==> src/rtl/stall_ctrl_pkg.sv <==
// Shared definitions for the data-cache stall controller: FSM state encoding
// and the width of the performance counters.
package stall_ctrl_pkg;

    localparam logic [1:0] IDLE    = 2'd0;
    localparam logic [1:0] RD_MISS = 2'd1;
    localparam logic [1:0] REFILL  = 2'd2;
    localparam logic [1:0] WR_THRU = 2'd3;

    localparam int PERF_W = 32;

endpackage

==> src/rtl/stall_latency_counter.sv <==
// Load / decrement down-counter that times main-memory accesses.
// It saturates at zero rather than wrapping.
module stall_latency_counter
    import stall_ctrl_pkg::*;
#(
    parameter int CNT_WIDTH = 4
) (
    input  logic                 CLK,
    input  logic                 RST,
    input  logic                 load,
    input  logic [CNT_WIDTH-1:0] load_val,
    input  logic                 dec,
    output logic                 zero
);

    logic [CNT_WIDTH-1:0] cnt;

    always_ff @(posedge CLK or posedge RST) begin
        if (RST) begin
            cnt <= '0;
        end else if (load) begin
            cnt <= load_val;
        end else if (dec && (cnt != '0)) begin
            cnt <= cnt - 1'b1;
        end
    end

    assign zero = (cnt == '0);

endmodule

==> src/rtl/cache_stall_controller.sv <==
// Sequences data-cache read misses and write-through stores, driving the pipeline stall.
// Optional performance counters are built when STALL_CTRL_PERF_EN is defined.
module cache_stall_controller
    import stall_ctrl_pkg::*;
#(
    parameter int RD_LATENCY = 4,
    parameter int WR_LATENCY = 4,
    parameter int CNT_WIDTH  = 4
) (
    input  logic        CLK,
    input  logic        RST,
    input  logic        mem_read,
    input  logic        mem_write,
    input  logic        cache_hit,
    output logic        stall,
    output logic        mem_rd_en,
    output logic        mem_wr_en,
    output logic        refill_en,
    output logic        busy,
    output logic [31:0] perf_rd_miss,
    output logic [31:0] perf_wr_cnt,
    output logic [31:0] perf_stall
);

    localparam logic [CNT_WIDTH-1:0] RD_LOAD = CNT_WIDTH'(RD_LATENCY - 1);
    localparam logic [CNT_WIDTH-1:0] WR_LOAD = CNT_WIDTH'(WR_LATENCY - 1);

    logic [1:0]           state;
    logic [1:0]           state_nxt;
    logic                 done;
    logic                 done_nxt;
    logic                 start_wr;
    logic                 start_rd;
    logic                 cnt_load;
    logic                 cnt_dec;
    logic [CNT_WIDTH-1:0] cnt_val;
    logic                 cnt_zero;

    // RST gates the Mealy starts so stall reads 0 for the whole reset window.
    assign start_wr = !RST && (state == IDLE) && mem_write && !done;
    assign start_rd = !RST && (state == IDLE) && mem_read && !cache_hit && !mem_write && !done;

    stall_latency_counter #(
        .CNT_WIDTH(CNT_WIDTH)
    ) u_lat_cnt (
        .CLK      (CLK),
        .RST      (RST),
        .load     (cnt_load),
        .load_val (cnt_val),
        .dec      (cnt_dec),
        .zero     (cnt_zero)
    );

    always_ff @(posedge CLK or posedge RST) begin
        if (RST) begin
            state <= IDLE;
            done  <= 1'b0;
        end else begin
            state <= state_nxt;
            done  <= done_nxt;
        end
    end

    always_comb begin
        state_nxt = state;
        done_nxt  = 1'b0;
        cnt_load  = 1'b0;
        cnt_val   = '0;
        cnt_dec   = 1'b0;
        case (state)
            IDLE: begin
                if (start_wr) begin
                    state_nxt = WR_THRU;
                    cnt_load  = 1'b1;
                    cnt_val   = WR_LOAD;
                end else if (start_rd) begin
                    state_nxt = RD_MISS;
                    cnt_load  = 1'b1;
                    cnt_val   = RD_LOAD;
                end
            end
            RD_MISS: begin
                if (cnt_zero) begin
                    state_nxt = REFILL;
                end else begin
                    cnt_dec = 1'b1;
                end
            end
            REFILL: begin
                state_nxt = IDLE;
                done_nxt  = 1'b1;
            end
            WR_THRU: begin
                // done holds off the still-present store for one cycle so the pipeline advances.
                if (cnt_zero) begin
                    state_nxt = IDLE;
                    done_nxt  = 1'b1;
                end else begin
                    cnt_dec = 1'b1;
                end
            end
            default: state_nxt = IDLE;
        endcase
    end

    always_comb begin
        stall     = start_wr || start_rd || (state != IDLE);
        mem_rd_en = (state == RD_MISS);
        mem_wr_en = (state == WR_THRU);
        refill_en = (state == REFILL);
        busy      = (state != IDLE);
    end

`ifdef STALL_CTRL_PERF_EN
    function automatic logic [PERF_W-1:0] sat_inc(input logic [PERF_W-1:0] v, input logic en);
        return (en && (v != '1)) ? v + 1'b1 : v;
    endfunction

    always_ff @(posedge CLK or posedge RST) begin
        if (RST) begin
            perf_rd_miss <= '0;
            perf_wr_cnt  <= '0;
            perf_stall   <= '0;
        end else begin
            perf_rd_miss <= sat_inc(perf_rd_miss, start_rd);
            perf_wr_cnt  <= sat_inc(perf_wr_cnt, start_wr);
            perf_stall   <= sat_inc(perf_stall, stall);
        end
    end
`else
    assign perf_rd_miss = '0;
    assign perf_wr_cnt  = '0;
    assign perf_stall   = '0;
`endif

endmodule

==> config.mk <==
export PLATFORM = sky130hd
export DESIGN_NAME = cache_stall_controller
export DESIGN_NICKNAME = d
export VERILOG_FILES = /design/src/rtl/stall_ctrl_pkg.sv /design/src/rtl/stall_latency_counter.sv /design/src/rtl/cache_stall_controller.sv
export SDC_FILE = /design/constraint.sdc
export NUM_CORES = 1
export LEC_CHECK = 0
export ABC_CLOCK_PERIOD_IN_PS = 3600
export CAP_MARGIN = 10
export CORE_MARGIN = 5
export CORE_UTILIZATION = 33
export CTS_CLUSTER_DIAMETER = 80
export CTS_CLUSTER_SIZE = 8
export DETAILED_ROUTE_END_ITERATION = 7
export GPL_ROUTABILITY_DRIVEN = 0
export GPL_TIMING_DRIVEN = 0
export HOLD_SLACK_MARGIN = 0.02
export PLACE_DENSITY_LB_ADDON = 0.25
export SLEW_MARGIN = 20
export SYNTH_ARGS = -nofsm -noshare
export SYNTH_HDL_FRONTEND = slang
export SYNTH_SLANG_ARGS = --single-unit
==> constraint.sdc <==
create_clock -name CLK -period 3.6 [get_ports CLK]
set_input_delay 0.36 -clock CLK [delete_from_list [all_inputs] [get_ports CLK]]
set_output_delay 0.36 -clock CLK [all_outputs]
set_load 0.005 [all_outputs]
==> results.toml <==
[power]
p_leak_nw = 1.080
intPower_mw = 0.3626
p_comb_frac = 0.588
p_per_area_nw_per_um2 = 345.8
swShare = 0.3726
seqPwrFrac = 0.286
p_sw_mw = 0.2154
clock_power_share = 0.126
vdd_drop_max_uv = 118.6

[drt]
ant_nets = 0
wl_per_cell_um = 6.993
drc = 0
first_pass_iters = 3
routed_wl_um = 2070
dr.first_iter.drc_count = 11
vias_per_cell = 2.858
via_count = 846

[clock_tree]
cts_resized = 0
cts_sinks = 7
h-tree-depth = 1
clk_latency_ns = 0.25
clockRootBuffer = "clkbuf_4"
cts_setup_buffers = 0
cts_tree = "yes"
hold_buffers = 0
path_clk_slew_ns = 0.05
cts_max_path_buffers = 2
numCtsBuffers = 3

[setup_path]
crit_path_max_fanout = 6
crit_required_ns = 3.24
slowest_stage = "clkdlybuf4s50_1"
cp.arrival_ns = 1.90
worstSetupEndpointType = "output pin"
slowest_delay_ns = 0.51
crit_chain = "clkdlybuf4s50_1, nor4_1, o21ai_1, nand2_1, clkdlybuf4s50_1"
path_common_cell = "clkdlybuf4s50_1"
critical_path_buf_inv_count = 2
startpoint_type = "input pin"
cp_top_family = "buffers and inverters"
worstSetupPathType = "input pin to output pin"

[yosys]
synth.area.mux_share = 0.008772
synth_compound_area_frac = 0.04057
yosys.area_share.adder = 0.02193
syn_area_per_cell_um2 = 8.036
synth_top_family_by_area = "buffers and inverters"
synthDominantCellAreaShare = 0.6316
ys_seq_area_frac = 0.1535
synthSimpleGateAreaFrac = 0.1206
syn_inst = 142
ys_ff_latch = 7
ys_types = 23
yosys-top-cells-area = "buf_4, dfrtp_1, ha_1"
synth_xor_area_frac = 0
synth_area_leader_cell = "buf_4"
syn_area_um2 = 1141
yosysWarnings = 0

[timing]
period_minus_slack_ns = 2.258
layout_setup_ws_ns = 1.342
hold_violations = 0
finalCritPeriodShare = 0.6271
fin_worst_skew_ns = 0.002085
max_freq_mhz = 443.0
tns_ns = 0
hold_ws_ns = 0.4063
drv_slew = 0
finalSetupViolCount = 0
rsz0062_at_grt = "no"

[global_routing]
grt_max_degree = 11
grt_overflow = 0
grt.total_usage = 0.08075
grt_antenna_before_repair = 0
grt_first_pass_wirelength_um = 2877
grt_pass1_vias = 681

[die]
dieWidth_um = 68.81
row_count = 21
io-pin-count = 106
dieArea_um2 = 4734
start_util = 0.3420
core_area_um2 = 3337
dieHeight_um = 68.81

[placement]
dp_hpwl_um = 1917
place_ws_ns = 1.367
numPortBuffers = 9
post_dp_cell_area_um2 = 1645

[layout]
multi_input_area_um2 = 579.3
final-seq-area_um2 = 175.2
fillers = 353
drive_gt1_frac = 0.4080
finish.instance_area_um2 = 1672
syn_to_final_growth_pct = 46.49
antenna-diode-count = 0
finalNetCount = 258

[min_path]
min_path_type = "input pin to async pin"

[status]
status = "finished, final reports clean"

[flow_run]
drv_cap = 0
-- power by group through the flow --
stage | combinational, mW | clock, mW | sequential [mW]
floorplan | 0.251 | 0 | 0.153
global placement | 0.333 | 0 | 0.165
detailed placement | 0.338 | 0 | 0.167
CTS | 0.338 | 0.0754 | 0.167
global route | 0.390 | 0.0806 | 0.172
finish | 0.340 | 0.0729 | 0.165
-- final cells by class --
| class | instances | area share |
|---|---|---|
| well taps | 46 | 0.03443 |
| flip-flops and latches | 7 | 0.1048 |
| inverters | 5 | 0.01123 |
| plain buffers | 97 | 0.4334 |
| repair buffers | 9 | 0.05389 |
| clock buffers | 4 | 0.01572 |
| multi-input cells | 128 | 0.3466 |
-- metrics by stage --
step,util,std cells,total power [mW]
5_1_grt,0.5009,296,0.6431
3_5_place_dp,0.4931,292,0.5047
6_report,0.5009,296,0.5780
2_1_floorplan,-,237,0.4034
3_3_place_gp,0.4931,292,0.4981
4_1_cts,0.5009,296,0.5799
-- worst paths after layout --
| kind | slack (ns) | to | cells past startpoint | startpoint |
|---|---|---|---|---|
| worst max-delay path | 1.34 | stall | 5 | RST |
| worst min-delay path | 0.41 | u_lat_cnt.cnt[1] | 2 | RST |
| worst max register to register | 2.06 | u_lat_cnt.cnt[0] | 5 | u_lat_cnt.cnt[0] |
| worst min register to register | 0.58 | u_lat_cnt.cnt[1] | 2 | u_lat_cnt.cnt[1] |
| max in group asynchronous | 2.98 | u_lat_cnt.cnt[3] | 2 | RST |
| min in group CLK | 0.58 | u_lat_cnt.cnt[1] | 2 | u_lat_cnt.cnt[1] |
-- Yosys cell counts (all sizes together) --
master and number:
buf 96, dfrtp 7, inv 5, nand2 5, nor2b 4, a21oi 3, o21ai 3, and2 2
and3 2, ha 2, nor2 2, nor4b 2, a211o 1, a21boi 1, clkbuf 1, conb 1
mux2i 1, nor3 1, nor4 1, nor4bb 1, or3b 1
-- placed cells by master, fill, tap and decap left out, types with 2 or more instances in the layout --
master,instances
a21oi_1,3
and2_1,2
buf_4,96
clkbuf_1,2
clkbuf_4,3
clkdlybuf4s50_1,9
conb_1,96
dfrtp_1,7
ha_1,2
inv_1,5
nand2_1,5
nor2_1,2
nor2b_1,4
o21ai_1,3
-- routing by layer --
layer	part of all wire	track usage	wire, µm	up-vias
met2	0.45	0.1216	929	63
met3	0.19	0.03728	402	4
met1	0.33	0.08585	689	311
met5	0	0	0	-
met4	0.023	0.06569	48	0
li1	-	-	-	468
-- kinds of logic (layout without fill, tap and decap cells) --
family,after synthesis,count (layout)
AO/OA/AOI/OAI,8,8
adder cells (fa/ha/maj),2,2
buffers and inverters,102,115
flip-flops,7,7
multiplexers,1,1
other,1,96
AND/OR/NAND/NOR,21,21
-- state kept, by name, summed over array words and instances, names as in the netlist --
register / cells
state: 2
done: 1
u_lat_cnt.cnt: 4
Power figures use the tool's default switching activity.
